===== src/rtl/lock_pkg.sv =====
// lock_pkg: shared constants for the combination lock and its keypad driver.
// Contents: FSM state encoding, 7-segment display patterns, default combination.
package lock_pkg;

    typedef enum logic [2:0] {
        IDLE = 3'd0,
        RST  = 3'd1,
        SEND = 3'd2,
        WAIT = 3'd3,
        DONE = 3'd4
    } state_t;

    localparam logic [6:0] LOCKED       = 7'b1000111;
    localparam logic [6:0] UNLOCKED     = 7'b1000001;
    localparam logic [5:0] DEFAULT_CODE = 6'b110110;

endpackage


===== src/rtl/symbol_enc.sv =====
// symbol_enc: maps one combination digit and its position to the lock's
// enter/in_1/in_0 symbol; all-zero when inactive (the idle symbol).
// Ports:
//   digit   in  digit value to send
//   idx_lsb in  LSB of the digit index; even digits carry enter=1
//   active  in  high while a digit is being sent
//   enter   out symbol phase bit
//   in_1    out high for a 1 digit
//   in_0    out high for a 0 digit
module symbol_enc (
    input  logic digit,
    input  logic idx_lsb,
    input  logic active,
    output logic enter,
    output logic in_1,
    output logic in_0
);

    assign enter = active & ~idx_lsb;
    assign in_1  = active & digit;
    assign in_0  = active & ~digit;

endmodule


===== src/rtl/combo_sender.sv =====
// combo_sender: serial keypad driver that resets the lock, sends a latched
// 6-bit combination MSB first, watches for the unlocked display and retries.
// Ports:
//   clock    in  system clock
//   reset    in  asynchronous active-low reset
//   start    in  operation request, sampled only in IDLE
//   code     in  6-bit combination, latched on an accepted start
//   seg_disp in  lock 7-segment feedback
//   lock_rst out active-high reset to the lock
//   enter    out symbol phase bit
//   in_1     out current digit is 1
//   in_0     out current digit is 0
//   busy     out high outside IDLE
//   done     out one-cycle end-of-operation pulse
//   success  out result of the last operation
//   attempts out attempts used by the last operation
module combo_sender
    import lock_pkg::*;
#(
    parameter int         HOLD_CYC = 2,
    parameter int         WAIT_CYC = 8,
    parameter int         MAX_TRY  = 3,
    parameter logic [6:0] UNLOCKED = lock_pkg::UNLOCKED
) (
    input  logic       clock,
    input  logic       reset,
    input  logic       start,
    input  logic [5:0] code,
    input  logic [6:0] seg_disp,
    output logic       lock_rst,
    output logic       enter,
    output logic       in_1,
    output logic       in_0,
    output logic       busy,
    output logic       done,
    output logic       success,
    output logic [2:0] attempts
);

    localparam logic [3:0] H_LAST = 4'(HOLD_CYC - 1);
    localparam logic [7:0] W_LAST = 8'(WAIT_CYC - 1);
    localparam logic [2:0] T_MAX  = 3'(MAX_TRY);

    state_t     state_q, state_d;
    logic [5:0] code_q, code_d;
    logic [2:0] d_q, d_d;
    logic [3:0] h_q, h_d;
    logic [7:0] w_q, w_d;
    logic [2:0] try_q, try_d;
    logic       success_q, success_d;
    logic [2:0] attempts_q, attempts_d;
    logic       lock_rst_q, lock_rst_d;
    logic       enter_q, enter_d;
    logic       in_1_q, in_1_d;
    logic       in_0_q, in_0_d;
    logic       busy_q, busy_d;
    logic       done_q, done_d;

    always_comb begin
        state_d    = state_q;
        code_d     = code_q;
        d_d        = d_q;
        h_d        = h_q;
        w_d        = w_q;
        try_d      = try_q;
        success_d  = success_q;
        attempts_d = attempts_q;
        case (state_q)
            IDLE: if (start) begin
                state_d   = RST;
                code_d    = code;
                try_d     = 3'd1;
                success_d = 1'b0;
            end
            RST: begin
                state_d = SEND;
                d_d     = 3'd0;
                h_d     = 4'd0;
            end
            SEND: if (h_q != H_LAST) begin
                h_d = h_q + 4'd1;
            end else if (d_q != 3'd5) begin
                d_d = d_q + 3'd1;
                h_d = 4'd0;
            end else begin
                state_d = WAIT;
                w_d     = 8'd0;
            end
            // A match wins even on the final wait cycle.
            WAIT: if (seg_disp == UNLOCKED) begin
                state_d    = DONE;
                success_d  = 1'b1;
                attempts_d = try_q;
            end else if (w_q != W_LAST) begin
                w_d = w_q + 8'd1;
            end else if (try_q < T_MAX) begin
                state_d = RST;
                try_d   = try_q + 3'd1;
            end else begin
                state_d    = DONE;
                attempts_d = try_q;
            end
            default: state_d = IDLE;
        endcase
    end

    // Outputs are decoded from the next state so the registered copies line
    // up with the state they describe.
    always_comb begin
        lock_rst_d = state_d == RST;
        busy_d     = state_d != IDLE;
        done_d     = state_d == DONE;
    end

    symbol_enc u_enc (
        .digit  (code_d[3'd5 - d_d]),
        .idx_lsb(d_d[0]),
        .active (state_d == SEND),
        .enter  (enter_d),
        .in_1   (in_1_d),
        .in_0   (in_0_d)
    );

    always_ff @(posedge clock or negedge reset) begin
        if (!reset) begin
            state_q    <= IDLE;
            code_q     <= '0;
            d_q        <= '0;
            h_q        <= '0;
            w_q        <= '0;
            try_q      <= '0;
            success_q  <= 1'b0;
            attempts_q <= '0;
            lock_rst_q <= 1'b0;
            enter_q    <= 1'b0;
            in_1_q     <= 1'b0;
            in_0_q     <= 1'b0;
            busy_q     <= 1'b0;
            done_q     <= 1'b0;
        end else begin
            state_q    <= state_d;
            code_q     <= code_d;
            d_q        <= d_d;
            h_q        <= h_d;
            w_q        <= w_d;
            try_q      <= try_d;
            success_q  <= success_d;
            attempts_q <= attempts_d;
            lock_rst_q <= lock_rst_d;
            enter_q    <= enter_d;
            in_1_q     <= in_1_d;
            in_0_q     <= in_0_d;
            busy_q     <= busy_d;
            done_q     <= done_d;
        end
    end

    assign lock_rst = lock_rst_q;
    assign enter    = enter_q;
    assign in_1     = in_1_q;
    assign in_0     = in_0_q;
    assign busy     = busy_q;
    assign done     = done_q;
    assign success  = success_q;
    assign attempts = attempts_q;

endmodule


===== config.mk =====
export PLATFORM = sky130hd
export DESIGN_NAME = combo_sender
export DESIGN_NICKNAME = d
export VERILOG_FILES = /design/src/rtl/lock_pkg.sv /design/src/rtl/symbol_enc.sv /design/src/rtl/combo_sender.sv
export SDC_FILE = /design/constraint.sdc
export NUM_CORES = 1
export LEC_CHECK = 0
export BUFFER_PORTS_ARGS = -buffer_cell sky130_fd_sc_hd__buf_4
export CORE_UTILIZATION = 59
export CTS_BUF_LIST = sky130_fd_sc_hd__clkbuf_2
export CTS_CLUSTER_DIAMETER = 150
export CTS_CLUSTER_SIZE = 20
export DETAILED_ROUTE_END_ITERATION = 10
export GPL_TIMING_DRIVEN = 0
export HOLD_SLACK_MARGIN = 0.06
export PLACE_DENSITY = 0.87
export SYNTH_ARGS = -nofsm -noshare
export SYNTH_HDL_FRONTEND = slang
export SYNTH_SLANG_ARGS = --single-unit

===== constraint.sdc =====
create_clock -name clock -period 3 [get_ports clock]
set_clock_uncertainty 0.1 [all_clocks]
set_input_delay 0.15 -clock clock [delete_from_list [all_inputs] [get_ports clock]]
set_output_delay 0.15 -clock clock [all_outputs]
set_load 0.05 [all_outputs]

# == Word level (Yosys, flattened, before mapping) ==
# Cells that the tools add are included.
# op_classes
order_cmp,2
n_bitwise,5
n_mux,33
add_sub_neg,5
n_reduce_logical,10
n_eq_ne,21
# op_table
operator,count
$mux W3,15
$mux W8,4
$ne A2 B2 Y1 const B,10
$pmux W8 S2,1
$mux W6,2
$pmux W3 S2,2
$pmux W3 S4,1
$reduce_and A5 Y1,2
$eq A3 B2 Y1 const B,3
$add A8 B1 Y8 const B,1
$mux W4,2
$ne A8 B3 Y1 const B,1
$pmux W4 S2,1
$eq A7 B7 Y1 const B,1
$add A3 B1 Y3 const B,2
$eq A3 B1 Y1 const B,2
$ne A3 B3 Y1 const B,2
$reduce_and A3 Y1,2
$reduce_bool A2 Y1,3
$add A4 B1 Y4 const B,1
$lt A3 B4 Y1 const B,1
$ne A4 B1 Y1 const B,1
$and A1 B1 Y1,3
$bmux W1 S3,1
9 further kinds,12
# word_totals
word_cells,90
out_inout_bits,10
register_bits,37
inputBits,16

# == Depth between registers and ports, before layout ==
# Gate-level depths: netlist of the first run.
# logic_depth
word_depth,9
ltp_mapped,10
mapped_depth_nobuf,9

# == Modules after synthesis ==
# From an unflattened synthesis of the first run, not the netlist that was laid out.
# hier_totals
hier_cells,184
hier_area_um2,1921.8
# modules_own_cells
module,area_per_inst_um2,n_inst,seq_area_each_um2,cells_each
combo_sender,1899.3,1,925.9,181
symbol_enc,22.5,1,0.0,3

# == Worst setup path after synthesis of the first run ==
# Ideal clock, no wire load.
# synth_timing
path_kind,register to register
start,register h_q[1]
end,"register in_1_q, in the netlist in_1"
path_stages_with_launch,11
setup_slack_ns,0.225
t_required_ns,2.781
t_arrival_ns,2.556
period_less_slack_ns,2.775
n_path_buf,1
path_cell_list,dfrtp_1 > inv_1 > ha_1 > or3b_1 > clkbuf_1 > or4_4 > and2_4 > inv_2 > mux2_4 > a311o_1 > and2_1
# synth_between
elab_chain_cells,7
elab_cells_between_ends,10
# synth_rtl
element,line,text
"start, declared",combo_sender.sv:47,"logic [3:0] h_q, h_d;"
"start signal, assigned",combo_sender.sv:129,h_q <= '0;
"start signal, assigned",combo_sender.sv:144,h_q <= h_d;
$ne A4 B1 Y1,combo_sender.sv:80,SEND: if (h_q != H_LAST) begin
$mux W3,combo_sender.sv:80,
$pmux W3 S2,combo_sender.sv:68,case (state_q)
named net d_d[0],combo_sender.sv:46,"logic [2:0] d_q, d_d;"
$sub A3 B3 Y3,combo_sender.sv:116,".digit (code_d[3'd5 - d_d]),"
$bmux W1 S3,combo_sender.sv:116,
$mux W1 (not written as such),combo_sender.sv:116,
$and A1 B1 Y1,symbol_enc.sv:20,assign in_1 = active & digit;
named net in_1_d,combo_sender.sv:54,"logic in_1_q, in_1_d;"
"end signal, assigned",combo_sender.sv:151,in_1_q <= in_1_d;
"end, declared",combo_sender.sv:54,
# The timed path passes the listed nets, and every way through them passes these cells. The select of a mux whose other input is x is not followed.
# A chain may end at the register's enable or synchronous reset.

# == Worst setup path after layout of the first run ==
# Ends and elaborated chain as after synthesis.

==> impl_summary.md, run 1 <==
Floorplan
Measured along the y axis, the die boundary spans around 58 um. The width of the die is 58.0 um. The die area is 0.00337 mm^2. The area of the core is about 0.0029 mm^2. 26 I/O pins were placed. The initial utilization of the core area, before any placement, comes to 0.644.

The floorplan has 19 rows.

Power and ir drop
In this run the power spent charging and discharging nets is 0.889 mW. The internal power consumption is approximately 1.2 mW. Of the total power, the share spent switching nets is 0.435. The worst-case IR drop observed on VDD is between 0.5 and 0.6 mV.

Overall power consumption after layout is estimated at approximately 2.0 mW. The sequential group share of total power is 0.385. The power density over the cells is between 900 and 1000 mW/mm^2.

The analysis attributes to cell leakage a power of approximately 1.0 nW. The share of power burned in the clock network is 0.110. The share of total power dissipated in combinational logic is 0.504.

Route
The detail route stage leaves a number of antenna-violating nets equal to 0. The overall via count from detail_route is around 1500. The number of vias per cell is around 5.6.

The remaining design rule violation count is 0. The number of DRC markers after the initial detailed-route iteration is 66. Summed over all nets, wire length on met3 after detailed routing comes to 139 um. Wires add up to slightly below 4000 um. After detailed routing, the average wire length per cell comes to approximately 15 um.

In the final routing, the length of wire on met1 measures between 1500 and 2000 um. Signal routing reaches up to met4. The total length of routed met2 wires is approximately 2000 um. The first detailed-routing pass ran for 4 iterations.

Clock network
Clock latency on the worst-skew pair, taken at its later pin, is 0.36 ns. The post-CTS clock slew at the launch and capture registers of the worst setup and hold paths is between 0.15 and 0.2 ns. The number of H-tree branching levels is 2. The root buffer cell chosen for the clock tree is sky130_fd_sc_hd__clkbuf_2. The sink count of the clock tree is 37. The number of setup buffers added after CTS is 0. The buffer levels on the longest clock path is 2. The number of clock buffers added by TritonCTS is 5. TritonCTS built the clock tree.

STA
Setup violations remaining at the end of the flow were counted as 0. The fmax is between 300 and 400 MHz. The number of max-slew violations in the final report was 0. Headroom to the max-slew limit came out at 0.547.

Of the available clock period, the critical path in the final layout requires 0.961. The worst hold slack is about 0.13 ns. At the pin with the least slew margin, the transition time is around 0.68 ns. Setup repair after global routing left no endpoint under its margin. The count of endpoints failing hold in the final timing report is 0.

The time the worst path needs with I/O delays and setup is 2.88 ns. The setup total negative slack is 0 ns.

Placement
In this run the cell area measured after placement is 0.00209 mm^2. Port buffering added 25 buffers. The placed wire-length estimate is between 2000 and 3000 um. The last weighted congestion value of the routability-driven placer is approximately 0.82.

Global routing
The total global routing overflow is 0. The number of global-route vias before repair is approximately 1500. The initial antenna violation count is 0.

Entering global routing, the biggest net connects 38 pins. The global-route wire length before repair is slightly below 7000 um. The overall routing resource usage is 0.266.

Layout
The final net count is 236. The number of inserted filler cells in the final layout is 171. The number of antenna diodes in the final layout is 0. The design area is 0.00223 mm^2. The synthesis-to-finish area growth is 20.2%. The fraction of layout instances using a drive strength above 1 is 0.260.

Logic synthesis
Among all flip-flop cells after synthesis, the most frequent one is sky130_fd_sc_hd__dfrtp_1. Counting flops with a built-in enable in the synthesized netlist gives 0. The Yosys step of the flow raised 0 warnings.

After synthesis, the share of flip-flops with an asynchronous set or reset is 1.00. The synthesized instance count is about 170. The share of the Yosys chip area taken by registers is 0.500. The post-synthesis instance area is between 0.0015 and 0.002 mm^2. Each instance of the synthesized netlist takes up on average approximately 11 um^2. In this run, synthesis produced a sequential element count of 37. When the netlist entered floorplanning its net count stood at ~200. The count of unique library cells instantiated by Yosys is between 40 and 50.

Flow run
The count of max-cap constraint violations is 0.

Worst hold path
The tightest min-delay check is of the primary input to flop type.

Worst setup path
For the worst setup path, the data required time is around 3.2 ns. The startpoint type of the worst setup path is a flop. The critical path is of the flop to flop type. For the worst setup path, the data arrival time is around 3 ns. The highest fanout seen on the critical path is 7. The critical path capture point type is a flop.

Run status
The run finished with clean final reports.
[worst max-delay path, cell delays in order (launching register included)]
cell	delay (ns)
sky130_fd_sc_hd__dfrtp_1	0.45
sky130_fd_sc_hd__inv_1	0.09
sky130_fd_sc_hd__ha_1	0.15
sky130_fd_sc_hd__or3b_4	0.44
sky130_fd_sc_hd__or4_4	0.46
sky130_fd_sc_hd__and2_4	0.19
sky130_fd_sc_hd__inv_2	0.08
sky130_fd_sc_hd__mux2_4	0.30
sky130_fd_sc_hd__a311o_1	0.38
sky130_fd_sc_hd__and2_1	0.16
[kinds of logic (layout without fill, tap and decap cells)]
group,count (synthesis),in the layout,synth area share
flip-flops,37,37,0.500
AO/OA/AOI/OAI,30,30,0.111
adder cells (fa/ha/maj),6,6,0.0405
multiplexers,12,12,0.0729
XOR/XNOR,6,6,0.0284
buffers and inverters,18,59,0.0446
AND/OR/NAND/NOR,65,65,0.203
[power groups by stage]
stage | clock network [mW] | logic (mW) | registers [mW]
final | 0.225 | 1.03 | 0.787
after global routing | 0.245 | 1.12 | 0.809
after CTS | 0.227 | 1.01 | 0.786
after detailed placement | 0 | 0.998 | 0.799
after global placement | 0 | 0.947 | 0.780
after floorplan | 0 | 0.653 | 0.879
[layer usage]
metal	global-route usage	vias up
met1	0.336	711
met5	0	-
met2	0.452	39
met4	0.105	0
met3	0.0513	6
li1	-	696
[metrics by stage]
stage | util | instances | worst slack, ns
5_1_grt | 0.774 | 257 | 0.00802
6_report | 0.774 | 257 | 0.117
2_1_floorplan | - | 174 | 0.225
4_1_cts | 0.773 | 258 | 0.00805
3_5_place_dp | 0.728 | 241 | 0.0331
3_3_place_gp | 0.728 | 241 | 0.0845
[cell type report]
cell class                 instances  area (um^2)  area share
sequential                        37          926       0.416
multi-input combinational        119          852       0.383
buffer                             4         30.0      0.0135
inverter                          13         48.8      0.0219
timing repair buffer              34          278       0.125
tap                               42         52.6      0.0236
clock buffer                       8         40.0      0.0180
[cell usage after synthesis (2+ instances only)]
master                     instances  share of area
sky130_fd_sc_hd__nand2_1           8          0.016
sky130_fd_sc_hd__clkbuf_1          2         0.0041
sky130_fd_sc_hd__buf_4             2         0.0081
sky130_fd_sc_hd__and2_1            2         0.0068
sky130_fd_sc_hd__or4_1             3          0.012
sky130_fd_sc_hd__nor2_1           20          0.041
sky130_fd_sc_hd__nand4_1           2         0.0068
sky130_fd_sc_hd__inv_1            12          0.024
sky130_fd_sc_hd__o21ai_0          12          0.032
sky130_fd_sc_hd__mux2_2            8          0.049
sky130_fd_sc_hd__dfrtp_1          37           0.50
sky130_fd_sc_hd__a31oi_1           5          0.017
sky130_fd_sc_hd__nand3_1           6          0.016
sky130_fd_sc_hd__mux2i_1           3          0.016
sky130_fd_sc_hd__nor3_1            6          0.016
sky130_fd_sc_hd__ha_1              6          0.041
sky130_fd_sc_hd__nor4b_1           2         0.0095
sky130_fd_sc_hd__nor3b_1           3          0.012
sky130_fd_sc_hd__o22ai_1           2         0.0068
sky130_fd_sc_hd__xnor2_1           6          0.028
sky130_fd_sc_hd__a21oi_1           5          0.014
[worst paths after layout]
check                            start          to  slack, ns  cells past startpoint
setup / recovery                h_q[1]        in_1       0.12                      9
hold reg to reg              code_q[1]   code_q[1]       0.41                      2
max in group asynchronous        reset      w_q[5]       2.32                      2
min in group asynchronous        reset      h_q[1]       0.15                      2
hold / removal             seg_disp[3]  state_q[2]       0.13                      4
setup reg to reg                h_q[1]        in_1       0.12                      9
[placed cells by master (no fill, tap or decap), types with 3 or more instances in the layout]
cell type	synthesis	final
sky130_fd_sc_hd__ha_1	6	6
sky130_fd_sc_hd__dfrtp_1	37	37
sky130_fd_sc_hd__nand3_1	6	6
sky130_fd_sc_hd__nand2_1	8	8
sky130_fd_sc_hd__o21ai_0	12	12
sky130_fd_sc_hd__mux2i_1	3	3
sky130_fd_sc_hd__mux2_2	8	8
sky130_fd_sc_hd__inv_1	12	12
sky130_fd_sc_hd__nor3_1	6	5
sky130_fd_sc_hd__clkbuf_2	0	8
sky130_fd_sc_hd__nor2_1	20	20
sky130_fd_sc_hd__dlygate4sd3_1	0	9
sky130_fd_sc_hd__or4_1	3	3
sky130_fd_sc_hd__a21oi_1	5	5
sky130_fd_sc_hd__nor3b_1	3	3
sky130_fd_sc_hd__a31oi_1	5	5
sky130_fd_sc_hd__buf_4	2	27
sky130_fd_sc_hd__xnor2_1	6	6
[flip-flops by register name, summed over array words and instances (netlist names)]
name      cells
success       1
enter         1
w_q           8
state_q       3
h_q           4
busy          1
code_q        6
in_1          1
done          1
lock_rst      1
try_q         3
in_0          1
d_q           3
attempts      3
[timing repair]
item                                    4_1_cts  5_1_grt
hold endpoints to repair                     46        0
hold buffers                                  9        0
gates resized for setup                       0        2
endpoints found under the setup margin        0        6
Power figures use the tool's default switching activity.
==> run 2, diff against run 1 <==
- REMOVE_ABC_BUFFERS: not set -> 1
==> run 2 against run 1 <==
Net effect:
- the flow now finishes with violations (DRC)
- routed wire length shrank 0.25%
- critical path type unchanged
- critical path depth unchanged
- maximum frequency is 0.73% lower
- register-to-register slack got worse by 0.02 ns
- first-iteration DRC count increased by 15%
==> impl_summary.md, run 2 (synthesized netlist as in run 1, its figures left out) <==
Clock network
The buffer levels on the longest clock path is 2 (unchanged). The clock latency on the worst-skew pair is 0.39 ns (+0.03 ns). The clock tree root driver cell is sky130_fd_sc_hd__clkbuf_2. The number of setup buffers added after CTS came to 0 (unchanged). The post-CTS clock slew at the launch and capture registers of the worst setup and hold paths came to 0.20 ns (about the same).

The total CTS buffers is 5 (unchanged). The sink count of the clock tree was 37 (unchanged). The number of H-tree branching levels is 2 (unchanged). TritonCTS built the clock tree.

STA
The count of endpoints failing hold in the final timing report is 0 (unchanged). Setup repair after global routing left no endpoint under its margin. The post-route worst setup slack was 0.0957 ns (-0.0212 ns). The actual slew at the worst max-slew pin was 0.718 ns (+0.0400 ns). The time the worst path needs with I/O delays and setup is 2.90 ns (+0.0212 ns). The worst max-slew margin expressed relative to the limit was 0.519 (-0.0277). The fmax is 344 MHz (-0.73%). The number of max-slew violations in the final report is 0 (unchanged). The setup total negative slack is 0 ns (unchanged). The number of endpoints failing setup at the final stage was 0 (unchanged). The share of the clock period used by the worst path after layout is 0.968 (+0.00707). The worst hold slack was 0.0766 ns (-0.0495 ns).

Worst setup path
The data required time of the critical path is 3.19 ns (about the same). The startpoint identified for the worst register-to-register timing path is h_q[1]. The number of cell instances on the worst register-to-register path is 9 (unchanged). The data arrival time of the critical path is 3.09 ns (+0.02 ns). The register-to-register setup slack is 0.1 ns (-0.02 ns). The highest fanout seen on the critical path is 7 (unchanged). The most critical setup path has its startpoint at h_q[1]. Following the worst setup path forward leads to its endpoint at in_1. The reg-to-reg endpoint is in_1. The critical path capture point type is a flop.

The setup path with the least slack is of type flop to flop. The startpoint type of the worst setup path is a flop.

Run status
The run finished, with violations left. The checks that failed: DRC.

Floorplan
The number of primary I/O pins came to 26 (unchanged). The die area is 0.00337 mm^2 (unchanged). The vertical extent of the die is 58.0 um (unchanged). The width of the die is 58.0 um (unchanged). The initial core utilization is 0.644 (unchanged). The area of the core is 0.00288 mm^2 (unchanged). The site row count is 19 (unchanged).

Route
The number of DRC markers after the initial detailed-route iteration came to 76 (+15%). The remaining design rule violation count came to 1 (+1). The count of nets left with antenna violations after detail routing came to 0 (unchanged). The first-pass iteration count of the detailed router came to 7 (+3).

The overall via count from detail_route is 1465 (+0.90%). The post-detailed-route wirelength per cell is 15.5 um (+0.93%). The number of vias per cell was 5.77 (+2.1%). The wire length after detailed routing is 3950 um (-0.25%).

Global routing
The total global routing overflow was 0 (unchanged). The global-route wire length before repair came to 6420 um (-5.7%). The largest net degree at the start of global routing is 38 (unchanged). The number of global-route vias before repair came to 1455 (-1.4%). The overall routing resource usage is 0.260 (-0.00633).

The initial antenna violation count was 0 (unchanged).

Layout
Leaving out fill and tap cells, the most frequent cell in the layout is sky130_fd_sc_hd__dfrtp_1. The final net count is 233 (-1.3%). The area of the multi-input gates is 852 um^2 (unchanged). The number of inserted filler cells in the final layout came to 189 (+11%). The library cells used most frequently in the layout, excluding fill and tap cells, are sky130_fd_sc_hd__dfrtp_1 (37), sky130_fd_sc_hd__buf_4 (25), sky130_fd_sc_hd__nor2_1 (20). The number of flip-flops under the largest register name came to 8 (unchanged). The register with the most flip-flops in the final layout is w_q. The fraction of layout instances using a drive strength above 1 came to 0.245 (-0.0152). The sequential cell area is 926 um^2 (unchanged).

The synthesis-to-finish area growth is 20.4%. The design area is 0.00223 mm^2 (+0.17%). The largest registers in the layout are w_q: 8 flops, code_q: 6 flops, h_q: 4 flops. The antenna diode instance count was 0 (unchanged).

Placement
The worst slack at placement is 0.0842 ns (+0.0511 ns). The placed wire-length estimate was 2660 um (-3.8%). The total placed instance area is 0.00206 mm^2 (-1.6%).

The last weighted congestion value of the routability-driven placer is 0.854 (+4.2%). The number of buffer cells added on primary ports was 25 (unchanged).

Flow run
The count of max-cap constraint violations is 0 (unchanged).

Power and ir drop
The peak supply drop is 0.683 mV (+28%). The power density over the cells is 941 mW/mm^2 (+2.5%). The leakage power figure came to 1.02 nW (-0.79%).

Worst hold path
The path class of the tightest hold or removal check is primary input to flop.
[run 2: cell types whose count changed in the layout (fill, tap and decap cells not counted), sizes merged]
| cell | change |
|---|---|
| bufinv | +1 |
| clkinv | +1 |
| dlygate4sd3 | +1 |
| clkbuf | -3 |
| buf | -3 |
[run 2: area by class of cell]
class / count / share of cell area
Sequential cell: 37 / 0.415
Multi-Input combinational cell: 119 / 0.382
Timing Repair Buffer: 35 / 0.129
Tap cell: 42 / 0.0236
Inverter: 13 / 0.0219
Clock inverter: 2 / 0.0151
Clock buffer: 6 / 0.0135
[run 2: routing by layer]
layer	GRT usage	up-vias	routed length, um
li1	-	692	-
met4	0.136	0	99
met5	0	-	0
met3	0.0580	14	171
met1	0.318	721	1660
met2	0.430	38	2010
[run 2: worst min-delay path by stage]
| stage | to | start | cells after the start |
|---|---|---|---|
| 6_report | success | seg_disp[3] | 4 |
| 4_1_cts | success | seg_disp[1] | 4 |
| 3_5_place_dp | w_q[0] | reset | 1 |
| 3_3_place_gp | h_q[2] | reset | 1 |
| 5_1_grt | success | seg_disp[1] | 4 |
| 2_1_floorplan | attempts[0] | reset | 0 |
[run 2: critical path: stages (launching register included)]
cell and delay, ns:
sky130_fd_sc_hd__dfrtp_1 0.45, sky130_fd_sc_hd__inv_1 0.09, sky130_fd_sc_hd__ha_1 0.16, sky130_fd_sc_hd__or3b_4 0.45, sky130_fd_sc_hd__or4_4 0.46, sky130_fd_sc_hd__and2_4 0.19
sky130_fd_sc_hd__inv_2 0.08, sky130_fd_sc_hd__mux2_4 0.30, sky130_fd_sc_hd__a311o_1 0.38, sky130_fd_sc_hd__and2_1 0.17
[run 2: what timing repair did]
| action | 4_1_cts | 5_1_grt |
|---|---|---|
| hold buffers | 10 | 0 |
| resized for setup | 0 | 2 |
| setup endpoints to repair | 0 | 5 |
| hold endpoints to repair | 47 | 0 |
[run 2: through the flow]
step | utilization | instances | power (mW)
after CTS | 0.773 | 254 | 2.07
after global placement | 0.716 | 236 | 1.69
after global routing | 0.776 | 254 | 2.23
after floorplan | - | 169 | 1.51
final | 0.776 | 254 | 2.10
after detailed placement | 0.716 | 236 | 1.76
[run 2: report_power, final]
group | total (mW) | internal (mW) | leakage (nW) | switching [mW]
Clock | 0.301 | 0.142 | 0.0406 | 0.158
Combinational | 0.984 | 0.402 | 0.511 | 0.582
Sequential | 0.814 | 0.668 | 0.473 | 0.146
